--- src/rtl/vga_tile_pkg.sv ---
// Shared types and default sizes for the VGA tile-row prefetcher.
// The optional ack watchdog is enabled with VGA_TILE_FETCH_TIMEOUT_EN.
package vga_tile_pkg;

  localparam int DEF_ADDR_W    = 16;
  localparam int DEF_DATA_W    = 16;
  localparam int DEF_PIC_W     = 9;
  localparam int DEF_X_W       = 5;
  localparam int DEF_Y_W       = 4;
  localparam int DEF_TILE_COLS = 20;
  localparam int DEF_TIMEOUT   = 255;

  // Two banks (display/back), so one select bit.
  localparam int BANK_SEL_W = 1;

  typedef enum logic [1:0] {
    ST_IDLE = 2'd0,
    ST_REQ  = 2'd1,
    ST_DONE = 2'd2
  } fetch_state_t;

endpackage

--- src/rtl/tile_line_buffer.sv ---
// Two-bank tile-number line buffer: one write port, one registered read port.
// Contents are never cleared; callers mask reads that are not yet valid.
module tile_line_buffer
  import vga_tile_pkg::*;
#(
  parameter int PIC_W     = DEF_PIC_W,
  parameter int X_W       = DEF_X_W,
  parameter int TILE_COLS = DEF_TILE_COLS
) (
  input  logic                  clk,
  input  logic                  wr_en,
  input  logic [BANK_SEL_W-1:0] wr_bank,
  input  logic [X_W-1:0]        wr_addr,
  input  logic [PIC_W-1:0]      wr_data,
  input  logic [BANK_SEL_W-1:0] rd_bank,
  input  logic [X_W-1:0]        rd_addr,
  output logic [PIC_W-1:0]      rd_data
);

  localparam logic [X_W:0] COLS_EXT = (X_W + 1)'(TILE_COLS);

  logic                  wr_in_range;
  logic                  rd_in_range;
  logic [BANK_SEL_W-1:0] rd_bank_q;

  assign wr_in_range = ({1'b0, wr_addr} < COLS_EXT);
  assign rd_in_range = ({1'b0, rd_addr} < COLS_EXT);

  genvar gi;
  generate
    for (gi = 0; gi < 2; gi++) begin : g_bank
      logic [PIC_W-1:0] mem [TILE_COLS];
      logic [PIC_W-1:0] rd_q;

      // Write port: only the addressed bank takes the word.
      always_ff @(posedge clk) begin
        if (wr_en && wr_in_range && (wr_bank == BANK_SEL_W'(gi))) begin
          mem[wr_addr] <= wr_data;
        end
      end

      // Registered read of every bank; out-of-range addresses hold the last word.
      always_ff @(posedge clk) begin
        if (rd_in_range) begin
          rd_q <= mem[rd_addr];
        end
      end
    end
  endgenerate

  // Remember which bank was selected so the output mux matches the read cycle.
  always_ff @(posedge clk) begin
    rd_bank_q <= rd_bank;
  end

  assign rd_data = (rd_bank_q == BANK_SEL_W'(1)) ? g_bank[1].rd_q : g_bank[0].rd_q;

endmodule

--- src/rtl/vga_tile_fetch.sv ---
// Double-buffered tile-row prefetcher: fetches TILE_COLS tile numbers over a
// req/ack port into a back bank, then swaps it in for the pixel-side reader.
// Define VGA_TILE_FETCH_TIMEOUT_EN to add the ack watchdog and err_timeout.
module vga_tile_fetch
  import vga_tile_pkg::*;
#(
  parameter int ADDR_W    = DEF_ADDR_W,
  parameter int DATA_W    = DEF_DATA_W,
  parameter int PIC_W     = DEF_PIC_W,
  parameter int X_W       = DEF_X_W,
  parameter int Y_W       = DEF_Y_W,
  parameter int TILE_COLS = DEF_TILE_COLS,
  parameter int TIMEOUT   = DEF_TIMEOUT
) (
  input  logic              clk,
  input  logic              reset,
  input  logic              row_start,
  input  logic [Y_W-1:0]    row_y,
  input  logic [ADDR_W-1:0] start_address,
  input  logic [ADDR_W-1:0] row_length,
  output logic              mem_req,
  output logic [ADDR_W-1:0] mem_addr,
  input  logic              mem_ack,
  input  logic [DATA_W-1:0] mem_data,
  input  logic [X_W-1:0]    rd_x,
  output logic [PIC_W-1:0]  pic_num,
  output logic              row_ready,
  output logic              busy,
  output logic              err_overrun
`ifdef VGA_TILE_FETCH_TIMEOUT_EN
  ,
  output logic              err_timeout
`endif
);

  localparam logic [X_W-1:0] LAST_COL = X_W'(TILE_COLS - 1);
  localparam logic [X_W:0]   COLS_EXT = (X_W + 1)'(TILE_COLS);

  fetch_state_t          state_q, state_d;
  logic [ADDR_W-1:0]     base_q, base_d;
  logic [X_W-1:0]        col_q, col_d;
  logic [BANK_SEL_W-1:0] disp_bank_q, disp_bank_d;
  logic                  valid_q, valid_d;
  logic                  row_ready_q, row_ready_d;
  logic                  err_overrun_q, err_overrun_d;
  logic                  rd_ok_q, rd_ok_d;

  logic                  buf_we;
  logic [PIC_W-1:0]      buf_rd_data;
  logic [ADDR_W-1:0]     row_off;

  // The low ADDR_W bits of a product depend only on the low ADDR_W bits of
  // its operands, so an ADDR_W-wide multiply equals the truncated full product.
  assign row_off = ADDR_W'(row_y) * row_length;

  // Upper data bits beyond the tile number are deliberately dropped.
  logic unused_data_bits;
  assign unused_data_bits = ^mem_data;

`ifdef VGA_TILE_FETCH_TIMEOUT_EN
  localparam int WAIT_W = $clog2(TIMEOUT + 1);
  logic [WAIT_W-1:0] wait_q, wait_d;
  logic              err_timeout_q, err_timeout_d;
`else
  logic [31:0] unused_timeout;
  assign unused_timeout = TIMEOUT;
`endif

  // Next-state logic for the fetch FSM, bank swap and sticky error flags.
  always_comb begin
    state_d       = state_q;
    base_d        = base_q;
    col_d         = col_q;
    disp_bank_d   = disp_bank_q;
    valid_d       = valid_q;
    row_ready_d   = 1'b0;
    err_overrun_d = err_overrun_q;
    buf_we        = 1'b0;
`ifdef VGA_TILE_FETCH_TIMEOUT_EN
    wait_d        = wait_q;
    err_timeout_d = err_timeout_q;
`endif

    // A request while a fetch is in flight is dropped and flagged.
    if (row_start && (state_q != ST_IDLE)) begin
      err_overrun_d = 1'b1;
    end

    case (state_q)
      ST_IDLE: begin
        if (row_start) begin
          base_d  = start_address + row_off;
          col_d   = '0;
          state_d = ST_REQ;
`ifdef VGA_TILE_FETCH_TIMEOUT_EN
          wait_d  = '0;
`endif
        end
      end

      ST_REQ: begin
        if (mem_ack) begin
          buf_we = 1'b1;
`ifdef VGA_TILE_FETCH_TIMEOUT_EN
          wait_d = '0;
`endif
          if (col_q == LAST_COL) begin
            state_d = ST_DONE;
          end else begin
            col_d = col_q + 1'b1;
          end
        end
`ifdef VGA_TILE_FETCH_TIMEOUT_EN
        else if ((wait_q + 1'b1) == WAIT_W'(TIMEOUT)) begin
          // Memory stopped answering: abandon the row without swapping.
          state_d       = ST_IDLE;
          err_timeout_d = 1'b1;
          wait_d        = '0;
        end else begin
          wait_d = wait_q + 1'b1;
        end
`endif
      end

      ST_DONE: begin
        disp_bank_d = ~disp_bank_q;
        valid_d     = 1'b1;
        row_ready_d = 1'b1;
        state_d     = ST_IDLE;
      end

      default: state_d = ST_IDLE;
    endcase
  end

  // Read-side mask: blank output until a row is valid or when past the row end.
  assign rd_ok_d = valid_q && ({1'b0, rd_x} < COLS_EXT);

  // State register with synchronous reset; the partial back bank is abandoned.
  always_ff @(posedge clk) begin
    if (reset) begin
      state_q       <= ST_IDLE;
      base_q        <= '0;
      col_q         <= '0;
      disp_bank_q   <= '0;
      valid_q       <= 1'b0;
      row_ready_q   <= 1'b0;
      err_overrun_q <= 1'b0;
      rd_ok_q       <= 1'b0;
    end else begin
      state_q       <= state_d;
      base_q        <= base_d;
      col_q         <= col_d;
      disp_bank_q   <= disp_bank_d;
      valid_q       <= valid_d;
      row_ready_q   <= row_ready_d;
      err_overrun_q <= err_overrun_d;
      rd_ok_q       <= rd_ok_d;
    end
  end

`ifdef VGA_TILE_FETCH_TIMEOUT_EN
  // Watchdog counter and its sticky error flag.
  always_ff @(posedge clk) begin
    if (reset) begin
      wait_q        <= '0;
      err_timeout_q <= 1'b0;
    end else begin
      wait_q        <= wait_d;
      err_timeout_q <= err_timeout_d;
    end
  end

  assign err_timeout = err_timeout_q;
`endif

  // Reads always use the display bank as it stands this cycle, so a read in
  // the swap cycle still sees the old row.
  tile_line_buffer #(
    .PIC_W     (PIC_W),
    .X_W       (X_W),
    .TILE_COLS (TILE_COLS)
  ) u_line_buffer (
    .clk     (clk),
    .wr_en   (buf_we),
    .wr_bank (~disp_bank_q),
    .wr_addr (col_q),
    .wr_data (mem_data[PIC_W-1:0]),
    .rd_bank (disp_bank_q),
    .rd_addr (rd_x),
    .rd_data (buf_rd_data)
  );

  assign mem_req     = (state_q == ST_REQ);
  assign mem_addr    = base_q + ADDR_W'(col_q);
  assign busy        = (state_q != ST_IDLE);
  assign row_ready   = row_ready_q;
  assign err_overrun = err_overrun_q;
  assign pic_num     = rd_ok_q ? buf_rd_data : '0;

endmodule

--- config.mk ---
export PLATFORM = sky130hd
export DESIGN_NAME = vga_tile_fetch
export DESIGN_NICKNAME = d
export VERILOG_FILES = /design/src/rtl/vga_tile_pkg.sv /design/src/rtl/tile_line_buffer.sv /design/src/rtl/vga_tile_fetch.sv
export SDC_FILE = /design/constraint.sdc
export NUM_CORES = 1
export LEC_CHECK = 0
export ABC_AREA = 1
export ABC_CLOCK_PERIOD_IN_PS = 4600
export CORE_MARGIN = 2
export CORE_UTILIZATION = 31
export CTS_CLUSTER_SIZE = 12
export DETAILED_ROUTE_END_ITERATION = 6
export PLACE_DENSITY = 0.47
export SYNTH_ARGS = -nofsm -noshare
export SYNTH_HDL_FRONTEND = slang
export SYNTH_SLANG_ARGS = --single-unit
--- constraint.sdc ---
create_clock -name clk -period 4.6 [get_ports clk]
set_input_delay 0.92 -clock clk [delete_from_list [all_inputs] [get_ports clk]]
set_output_delay 0.92 -clock clk [all_outputs]
set_load 0.03 [all_outputs]
==> insert_results.sql <==
INSERT INTO impl_metrics (metric_group, metric, value, unit) VALUES
('pwr', 'netSwitchingPower', '2394', 'uW'),
('yosys', 'synth_enable_flop_cells', '378', ''),
('setup_path', 'cp_num_buf_inv', '2', ''),
('placement', 'gp_congestion', '0.8338', ''),
('yosys', 'synth_top_area_share', '60.07', '%'),
('placement', 'detailed_place.area', '20710', 'um2'),
('clocking', 'post_cts_hold_buffer_count', '0', ''),
('setup_path', 'critPathCaptureType', 'flop', ''),
('floorplan', 'chipWidth', '250.9', 'um'),
('floorplan', 'ios', '90', ''),
('sta', 'timing.final.crit_period', '4.121', 'ns'),
('yosys', 'postSynth.topFlopCell', 'sky130_fd_sc_hd__edfxtp_1', ''),
('drt', 'dr.pass1.iters', '7', ''),
('status', 'run_status', 'complete, no violations', ''),
('drt', 'route.antenna.remaining_nets', '0', ''),
('sta', 'setup_repair_after_global_routing_missed_its_margin', 'false', ''),
('setup_path', 'series_of_cell_instances_along_the_critical_path', 'clkdlybuf4s50_1, nand2_1, fa_1, fa_1, fa_1, inv_1, ha_1, a21oi_1, nand2_1, nand2_1, nand2_1, or2_2, nand3_1, nand2_1', ''),
('clocking', 'clock_tree.buffer_depth', '3', ''),
('final_layout', 'final_net_count', '1978', ''),
('floorplan', 'initial_utilization', '31.31', '%'),
('global_route', 'gr-usage-all-layers', '15.94', '%'),
('global_route', 'maximum_number_of_pins_on_one_net_before_global_route_repair', '125', ''),
('clocking', 'postCtsSetupRepairBufs', '0', ''),
('pwr', 'power.sequential.fraction', '46.1', '%'),
('worst_hold_path', 'holdCritPathClass', 'reg2reg', ''),
('yosys', 'ys.warnings.count', '0', ''),
('sta', 'fin_skew', '0.03071', 'ns'),
('global_route', 'number_of_antenna_violations_at_the_first_check_in_global_routing', '1', ''),
('clocking', 'cts_tree', 'yes', ''),
('yosys', 'seq_area_frac_synth', '63.14', '%'),
('clocking', 'source_to_sink_clock_delay_at_the_later_pin_of_the_worst_skew_pair', '0.59', 'ns'),
('final_layout', 'final_cell_count_no_fill', '2665', ''),
('clocking', 'path_clk_slew', '0.06', 'ns'),
('yosys', 'synth.ff_latch_count', '407', ''),
('flow_run', 'maxCapViolCount', '0', ''),
('setup_path', 'crit_top_cell', 'sky130_fd_sc_hd__nand2_1', ''),
('yosys', 'syn-instance-count', '1739', ''),
('pwr', 'internal_power', '6578', 'uW'),
('final_layout', 'area_growth', '16.83', '%'),
('setup_path', 'critPathRequiredTime', '5.06', 'ns'),
('sta', 'fmax', '242.6', 'MHz'),
('yosys', 'syn-num-nets', '1867', ''),
('pwr', 'clock_power_share', '37.6', '%'),
('drt', 'routed_wire_length_per_instance', '18.54', 'um'),
('placement', 'placedCellCount', '2585', ''),
('pwr', 'power_density_relative_to_cell_area', '406.4', 'nW/um2'),
('setup_path', 'timing.critical_path.max_delay_family', 'adder cells', ''),
('sta', 'worstMarginPinSlew', '1.103', 'ns'),
('floorplan', 'rows', '90', ''),
('yosys', 'cell_taking_the_most_area_after_synthesis', 'sky130_fd_sc_hd__edfxtp_1', ''),
('placement', 'detailedPlace.worstSlack', '-0.08326', 'ns'),
('final_layout', 'num_antenna_cells', '0', ''),
('yosys', 'synth_area_per_cell', '10.87', 'um2'),
('setup_path', 'cp.arrival', '4.58', 'ns'),
('setup_path', 'worstPathMaxFanout', '9', ''),
('floorplan', 'core-area', '60360', 'um2'),
('sta', 'setup_ws', '0.4788', 'ns'),
('pwr', 'power.leakage', '0.008214', 'uW'),
('placement', 'post_detailed_placement_half_perimeter_wirelength', '30710', 'um'),
('setup_path', 'crit_slowest_cell', 'sky130_fd_sc_hd__clkdlybuf4s50_1', ''),
('setup_path', 'critical_path.startpoint_type', 'input port', ''),
('setup_path', 'critical_path_class', 'in2reg', ''),
('drt', 'post-route-drc-count', '0', ''),
('pwr', 'switching_share', '26.69', '%'),
('drt', 'detail_route.vias_per_cell', '4.817', ''),
('clocking', 'clockRootBuffer', 'sky130_fd_sc_hd__clkbuf_16', ''),
('pwr', 'pwr-share-comb', '16.3', '%'),
('global_route', 'first_pass_grt_wire_length', '76530', 'um'),
('final_layout', 'layout.filler_cells', '6005', ''),
('drt', 'wirelength', '49410', 'um'),
('clocking', 'post_cts.resized_instances', '0', '');
## power by group through the flow
| stage | logic (uW) | clock network, uW | registers [uW] |
|---|---|---|---|
| after floorplan | 906 | 0 | 4210 |
| after global placement | 1480 | 0 | 4220 |
| after detailed placement | 1470 | 0 | 4220 |
| after CTS | 1480 | 3460 | 4140 |
| after global routing | 1660 | 3600 | 4140 |
| final | 1460 | 3370 | 4140 |
## final timing paths
check                                              start                                           end  slack, ns  cells after the start
worst min-delay path            disp_bank_q$_SDFFE_PP0P_               u_line_buffer.rd_bank_q$_DFF_P_       0.43                      0
worst max-delay path                            row_y[1]                        base_q[6]$_SDFFE_PP0P_       0.48                     14
worst max register to register     col_q[0]$_SDFFE_PP0P_  u_line_buffer.g_bank[1].mem[19][1]$_DFFE_PP_       2.03                      5
worst min register to register  disp_bank_q$_SDFFE_PP0P_               u_line_buffer.rd_bank_q$_DFF_P_       0.43                      0
## flip-flops by register name (all words and copies together), names as in the netlist, 2 cells and up
signal,cells
col_q,5
u_line_buffer.g_bank.rd_q,18
base_q,16
u_line_buffer.g_bank.mem,360
state_q,2
## stage by stage
stage          power, uW  TNS (ns)  util [%]
6_report            8972         0     36.58
5_1_grt             9413         0     36.58
4_1_cts             9081         0     36.58
3_5_place_dp        5691   -0.3645     34.31
3_3_place_gp        5692   -0.2696     34.31
2_1_floorplan       5114         0         -
## per-layer routing
layer  vias up  global-route usage [%]  routed length, um
li1       6189                       -                  -
met1      6262                   22.03              22850
met2       337                   26.27              23030
met3        49                   2.765               2691
met4         0                   3.588                835
met5         -                       0                  0
## cells in the mapped netlist, types with 2 or more instances
master                     number
sky130_fd_sc_hd__a21oi_1       64
sky130_fd_sc_hd__a22o_1         2
sky130_fd_sc_hd__and2_1         2
sky130_fd_sc_hd__buf_2         29
sky130_fd_sc_hd__buf_4         14
sky130_fd_sc_hd__buf_6         12
sky130_fd_sc_hd__clkbuf_1      25
sky130_fd_sc_hd__clkinv_1       3
sky130_fd_sc_hd__dfxtp_1       29
sky130_fd_sc_hd__edfxtp_1     378
sky130_fd_sc_hd__fa_1          39
sky130_fd_sc_hd__ha_1          28
sky130_fd_sc_hd__inv_1        158
sky130_fd_sc_hd__inv_2          6
sky130_fd_sc_hd__nand2_1      250
sky130_fd_sc_hd__nand2_2        5
sky130_fd_sc_hd__nand3_1       80
sky130_fd_sc_hd__nand4_1        6
sky130_fd_sc_hd__nor2_1       289
sky130_fd_sc_hd__nor2_2         3
sky130_fd_sc_hd__nor2_4         2
sky130_fd_sc_hd__nor3_1         6
sky130_fd_sc_hd__o211ai_1      37
sky130_fd_sc_hd__o21ai_0      144
sky130_fd_sc_hd__o21ai_1       51
sky130_fd_sc_hd__o22ai_1       37
sky130_fd_sc_hd__or2_1          7
sky130_fd_sc_hd__xnor2_1        4
sky130_fd_sc_hd__xor2_1        13
## logic make-up after synthesis
family | Yosys count | share of synthesized area [%]
AOI/OAI and AO/OA | 343 | 10.03
xor gates and xnor gates | 17 | 0.7879
adders and majority gates | 67 | 5.986
buffers and inverters | 249 | 5.899
DFF | 407 | 63.14
and+or+nand+nor | 656 | 14.16
## layout by cell type (no fill, tap or decap), types with 2 or more instances in the layout
cell	Yosys	routed
sky130_fd_sc_hd__a21oi_1	64	64
sky130_fd_sc_hd__a22o_1	2	2
sky130_fd_sc_hd__and2_1	2	2
sky130_fd_sc_hd__buf_12	0	4
sky130_fd_sc_hd__buf_2	29	5
sky130_fd_sc_hd__buf_4	14	62
sky130_fd_sc_hd__clkbuf_1	25	14
sky130_fd_sc_hd__clkbuf_16	0	45
sky130_fd_sc_hd__clkbuf_8	0	6
sky130_fd_sc_hd__clkdlybuf4s50_1	0	75
sky130_fd_sc_hd__clkinv_1	3	8
sky130_fd_sc_hd__clkinv_2	0	6
sky130_fd_sc_hd__dfxtp_1	29	29
sky130_fd_sc_hd__edfxtp_1	378	378
sky130_fd_sc_hd__fa_1	39	39
sky130_fd_sc_hd__ha_1	28	28
sky130_fd_sc_hd__inv_1	158	158
sky130_fd_sc_hd__inv_16	0	2
sky130_fd_sc_hd__inv_2	6	5
sky130_fd_sc_hd__nand2_1	250	250
sky130_fd_sc_hd__nand2_2	5	5
sky130_fd_sc_hd__nand3_1	80	80
sky130_fd_sc_hd__nand4_1	6	6
sky130_fd_sc_hd__nor2_1	289	289
sky130_fd_sc_hd__nor2_2	3	3
sky130_fd_sc_hd__nor2_4	2	2
sky130_fd_sc_hd__nor3_1	6	6
sky130_fd_sc_hd__o211ai_1	37	37
sky130_fd_sc_hd__o21ai_0	144	144
sky130_fd_sc_hd__o21ai_1	51	51
sky130_fd_sc_hd__o22ai_1	37	37
sky130_fd_sc_hd__or2_1	7	7
sky130_fd_sc_hd__xnor2_1	4	4
sky130_fd_sc_hd__xor2_1	13	13
## final cells by class
cell class	instances	area, um2	area share [%]
Sequential cell	407	11930	54.04
Multi-Input combinational cell	1083	5851	26.50
Timing Repair Buffer	146	1321	5.985
Clock buffer	65	1261	5.713
Tap cell	782	978.4	4.432
Inverter	167	629.4	2.851
Clock inverter	15	105.1	0.4761
## worst register-to-register path, delay by kind of cell, from the launching register on
kind | cells | cell delay [ns]
flops | 1 | 0.42
fa+ha+maj | 1 | 0.40
buf+inv | 2 | 0.29
simple gates | 2 | 1.10
Note: power is estimated with default switching activity, not from simulation.
==> edit 1 (config.mk and constraints unchanged) <==
Change the package constant `DEF_X_W` from 5 to 6.
--- a/src/rtl/vga_tile_pkg.sv
+++ b/src/rtl/vga_tile_pkg.sv
@@ -5,7 +5,7 @@
   localparam int DEF_ADDR_W    = 16;
   localparam int DEF_DATA_W    = 16;
   localparam int DEF_PIC_W     = 9;
-  localparam int DEF_X_W       = 5;
+  localparam int DEF_X_W       = 6;
   localparam int DEF_Y_W       = 4;
   localparam int DEF_TILE_COLS = 20;
   localparam int DEF_TIMEOUT   = 255;
Ports: changed (resized rd_x); port bits go from 90 to 91. No check against the original RTL was run, so the function may have changed too.
==> edit 1 against the original RTL <==
- area after synthesis increased by 0.70%
- final cell count increased by 2.0%
- setup slack got worse by 0.15 ns
- sequential share of layout area decreased by 0.46 points
- wire length increased by 2.9%
- global-route usage increased by 0.20 points
- sequential cell count increased by 1
- total power increased by 0.19%
- final area increased by 1.0%
==> edit 1: results (changes against the original RTL) <==
- Peak VDD IR: 259 µV (was 243 µV)
- Clk_skew: 0.0314 ns (was 0.0307 ns)
- Mapped cell area: 0.0190 mm² (was 0.0189 mm²)
- First-pass GRT wire length: 77400 µm (was 76500 µm)
- Fillers: 6072 (was 6005)
- DR vias/cell: 4.76 (was 4.82)
- Layout cell share with drive strength beyond 1: 8.21% (was 8.13%)
- Root Driver: clkbuf_16 (unchanged)
- TritonRoute pass-1 iters: 5 (was 7)
- Arrival time worst endpoint: 3.35 ns (was 4.58 ns)
- Fin util: 36.9% (was 36.6%)
- Critical path peak fanout: 6 (was 9)
- 1st-iter DRT viols: 1012 (was 898)
- Sequential-to-total area share from yosys stat: 62.8% (was 63.1%)
- Pin count of the biggest net entering global routing: 130 (was 125)
- Placer Congestion: 0.823 (was 0.834)
- Leakage dissipation: 8.43 nW (was 8.21 nW)
- Post-DP Area: 0.0209 mm² (was 0.0207 mm²)
- Status: completed (unchanged)
- Final #Nets: 2030 (was 1978)
- HPWL after DPL: 32100 µm (was 30700 µm)
- Slew headroom: 37.8% (was 26.2%)
- GRT Overall Usage: 16.1% (was 15.9%)
- Vias in the first global route: 12800 (about the same)
- Syn_nets: 1913 (was 1867)
- # port buffers: 83 (was 82)
- Switching fraction of total power: 27.1% (was 26.7%)
- Synth top area cells: edfxtp_1, nor2_1, nand2_1 (unchanged)
- Final wirelength: 50900 µm (was 49400 µm)
- Synth cell count leaders: edfxtp_1, nor2_1, nand2_1 (unchanged)
## edit 1: cell types whose count changed in the layout (fill, tap and decap cells not counted), moves of 4 or more
cell / change
o21ai_0: +13
buf_4: +6
nor2_1: +10
nand2_1: +7
o21ai_1: -7
a21oi_1: +5
clkbuf_8: -4
buf_2: +4
inv_1: +22
## edit 1: per-layer routing
| layer | global-route usage (%) | up-vias | routed length [µm] |
|---|---|---|---|
| li1 | - | 6327 | - |
| met1 | 22.3 | 6269 | 23700 |
| met2 | 26.8 | 283 | 24100 |
| met3 | 2.35 | 49 | 2290 |
| met4 | 3.93 | 2 | 833 |
| met5 | 0 | - | 16 |
## edit 1: logic make-up (layout without fill, tap and decap cells)
family / after synthesis / after routing / synth area share [%]
flops: 408 / 408 / 62.8
xor+xnor: 15 / 15 / 0.690
simple gates: 667 / 667 / 14.1
compound gates: 352 / 352 / 10.1
fa+ha+maj: 68 / 68 / 6.01
buf+inv: 273 / 426 / 6.20
other cells: 0 / 1 / 0
## edit 1: layout make-up
type / count / share of cell area (%)
timing repair buffer: 154 / 6.17
antenna: 1 / 0.0112
tap: 782 / 4.39
clock inverter: 20 / 0.763
clock buffer: 63 / 5.44
sequential: 408 / 53.6
multi-input combinational: 1102 / 26.4
inverter: 189 / 3.19
## edit 1: path summary, 6_finish.rpt
check        cells after the start   startpoint  slack (ns)                                 end
min reg2reg                      0  disp_bank_q        0.44             u_line_buffer.rd_bank_q
max reg2reg                      6     col_q[3]        2.10  u_line_buffer.g_bank[1].mem[16][2]
min                              0  disp_bank_q        0.44             u_line_buffer.rd_bank_q
max                             11     col_q[0]        0.33                        mem_addr[12]
## edit 1: critical path, stage by stage (launching register included)
cell	delay, ns
dfxtp_1	0.45
ha_1	0.22
inv_1	0.06
fa_1	0.39
inv_1	0.07
nand3_1	0.06
nand2_1	0.14
nand2_1	0.09
a21oi_1	0.26
nand3_1	0.13
xor2_1	0.20
clkdlybuf4s50_1	0.71
## edit 1: through the flow
stage	hold WS [ns]	TNS, ns	power, mW	worst slack, ns	std cells
4_1_cts	0.425	0	9.11	0.297	2718
2_1_floorplan	0.351	0	5.12	0.651	1783
6_report	0.441	0	8.99	0.328	2719
5_1_grt	0.441	0	9.43	0.139	2718
3_3_place_gp	0.440	-0.0864	5.68	-0.0864	2635
3_5_place_dp	0.440	-0.118	5.68	-0.118	2635
## edit 1: power by group through the flow
stage	clock network [mW]	registers (mW)	logic (mW)
global placement	0	4.22	1.46
global route	3.64	4.15	1.64
CTS	3.50	4.14	1.47
floorplan	0	4.21	0.906
detailed placement	0	4.22	1.46
finish	3.40	4.14	1.44
==> edit 2 (same flow settings) <==
Without the edit above. The 3 states of `fetch_state_t` get a one-hot encoding in 3 bits.
--- a/src/rtl/vga_tile_pkg.sv
+++ b/src/rtl/vga_tile_pkg.sv
@@ -13,10 +13,10 @@
   // Two banks (display/back), so one select bit.
   localparam int BANK_SEL_W = 1;
 
-  typedef enum logic [1:0] {
-    ST_IDLE = 2'd0,
-    ST_REQ  = 2'd1,
-    ST_DONE = 2'd2
+  typedef enum logic [2:0] {
+    ST_IDLE = 3'b001,
+    ST_REQ  = 3'b010,
+    ST_DONE = 3'b100
   } fetch_state_t;
 
 endpackage
Check against the original RTL: same outputs for any inputs over 4 cycles, from zero or initial values and one cycle with reset high; so few cycles prove little.
==> edit 2 against the original RTL <==
- setup slack got worse by 0.16 ns
- area after synthesis rose by 0.93%
- final area fell by 0.60%
- final cell count rose by 0.19%
- critical path depth fell by 6
- critical path type is now flip-flop to output port
- sequential cell count rose by 1
- non-clock buffer count fell by 34
- clock power fell by 4%
- wire length fell by 1.1%
- total power fell by 0.64%
==> edit 2: results (changes against the original RTL) <==
- Slowest stage delay, CP: 0.71 ns (about the same)
- Pin count of the biggest net entering global routing: 103 (was 125)
- Sw Pwr: 2.42 mW (was 2.39 mW)
- Root Driver: clkbuf_16 (unchanged)
- PostCTS Resize Cnt: 0 (unchanged)
- Critical path peak fanout: 7 (was 9)
- Placed instance count: 2594 (was 2585)
- Regs by FF count: u_line_buffer.g_bank.mem: 360 flops, u_line_buffer.g_bank.rd_q: 18 flops, base_q: 16 flops (unchanged)
- Final wirelength: 48900 µm (was 49400 µm)
- Arrival time worst endpoint: 3.36 ns (was 4.58 ns)
- Leakage dissipation: 8.18 nW (was 8.21 nW)
- Clock latency on the worst-skew pair: 0.55 ns (was 0.59 ns)
- Syn_nets: 1915 (was 1867)
- 1st-iter DRT viols: 880 (was 898)
- Final #Nets: 1986 (was 1978)
- GRT Overall Usage: 15.4% (was 15.9%)
- Min-Delay Path Class: flip-flop to flip-flop (unchanged)
- Fillers: 6083 (was 6005)
- CP max-delay cell: clkdlybuf4s50_1 (unchanged)
- Vias in the first global route: 12500 (was 12800)
- Sequential-to-total area share from yosys stat: 62.7% (was 63.1%)
- Syn Inst Count: 1787 (was 1739)
- Synth top area cells: edfxtp_1, nor2_1, nand2_1 (unchanged)
- Synth cell count leaders: edfxtp_1, nor2_1, nand2_1 (unchanged)
- H-tree levels: 2 (unchanged)
- TritonRoute pass-1 iters: 6 (was 7)
- Post-CTS setup buffers: 0 (unchanged)
- Placer Congestion: 0.791 (was 0.834)
- Worst-path clk slew: 0.06 ns (about the same)
- Clk_skew: 0.0106 ns (was 0.0307 ns)
- DP Worst Slack: 0.0552 ns (was -0.0833 ns)
- Clock Path Buffers: 3 (unchanged)
- Delay-heaviest family, CP: buffers and inverters (was adder cells)
- First-pass GRT wire length: 75200 µm (was 76500 µm)
- Synth unique cells: 41 (was 45)
- DR vias/cell: 4.81 (was 4.82)
- WL/cell: 18.3 µm (was 18.5 µm)
- Layout cell share with drive strength beyond 1: 6.20% (was 8.13%)
- Remaining antenna violation count after routing: 0 (unchanged)
- Number of synthesized flops with an enable pin: 378 (unchanged)
- Least-Margin Pin Slew: 1.18 ns (was 1.10 ns)
- Status: completed (unchanged)
- Warnings from Yosys: 0 (unchanged)
- Peak VDD IR: 200 µV (was 243 µV)
- Initial antenna violation count: 0 (was 1)
- Total CTS buffers: 44 (was 45)
- Async S/R FF share, synth: 0% (unchanged)
- HPWL after DPL: 30200 µm (was 30700 µm)
[edit 2: cell count changes after synthesis, moves of 6 or more]
cell,before,now
clkbuf_1,25,37
nor2_1,289,309
inv_1,158,183
o211ai_1,37,28
o211ai_2,0,10
o21ai_1,51,6
o21ai_0,144,190
inv_2,6,0
[edit 2: power groups by stage]
stage	Clock, mW	Sequential, mW	Combinational (mW)
finish	3.25	4.16	1.50
global route	3.47	4.17	1.71
CTS	3.33	4.16	1.52
detailed placement	0	4.24	1.51
global placement	0	4.24	1.51
floorplan	0	4.23	1.00
[edit 2: area by class of cell]
type                            count  area share [%]
Multi-Input combinational cell   1106            27.1
Timing Repair Buffer              112            4.96
Sequential cell                   408            54.5
Antenna cell                        1          0.0114
Inverter                          186            3.19
Clock buffer                       56            5.36
Clock inverter                     19           0.502
Tap cell                          782            4.46
[edit 2: cells by family (layout without fill, tap and decap cells)]
logic type	after synthesis	after routing	synth area share [%]
AND/OR/NAND/NOR	676	676	14.2
buffers and inverters	273	373	6.21
other	0	1	0
adder cells (fa/ha/maj)	67	67	5.93
XOR/XNOR	19	19	0.873
AO/OA/AOI/OAI	344	344	10.1
flip-flops	408	408	62.7
[edit 2: path summary, 6_finish.rpt]
path / from / end / slack [ns] / cells after the start
worst max-delay path: col_q[0] / mem_addr[12] / 0.32 / 8
worst min register to register: disp_bank_q / u_line_buffer.rd_bank_q / 0.43 / 0
worst min-delay path: disp_bank_q / u_line_buffer.rd_bank_q / 0.43 / 0
worst max register to register: col_q[2] / u_line_buffer.g_bank[1].mem[14][5] / 1.84 / 4
[edit 2: per-layer routing]
metal	wire, µm	global-route usage [%]	vias to the layer above	share of wire, %
li1	-	-	6227	-
met4	919	3.60	0	1.9
met5	0	0	-	0
met2	22600	24.9	285	46
met3	2100	2.07	53	4.3
met1	23300	22.0	6272	48
[edit 2: per-stage QoR]
step / area (µm²) / hold WS (ns)
6_report: 21900 / 0.429
3_3_place_gp: 20700 / 0.439
3_5_place_dp: 20700 / 0.431
4_1_cts: 21900 / 0.442
5_1_grt: 21900 / 0.448
2_1_floorplan: 19100 / 0.351
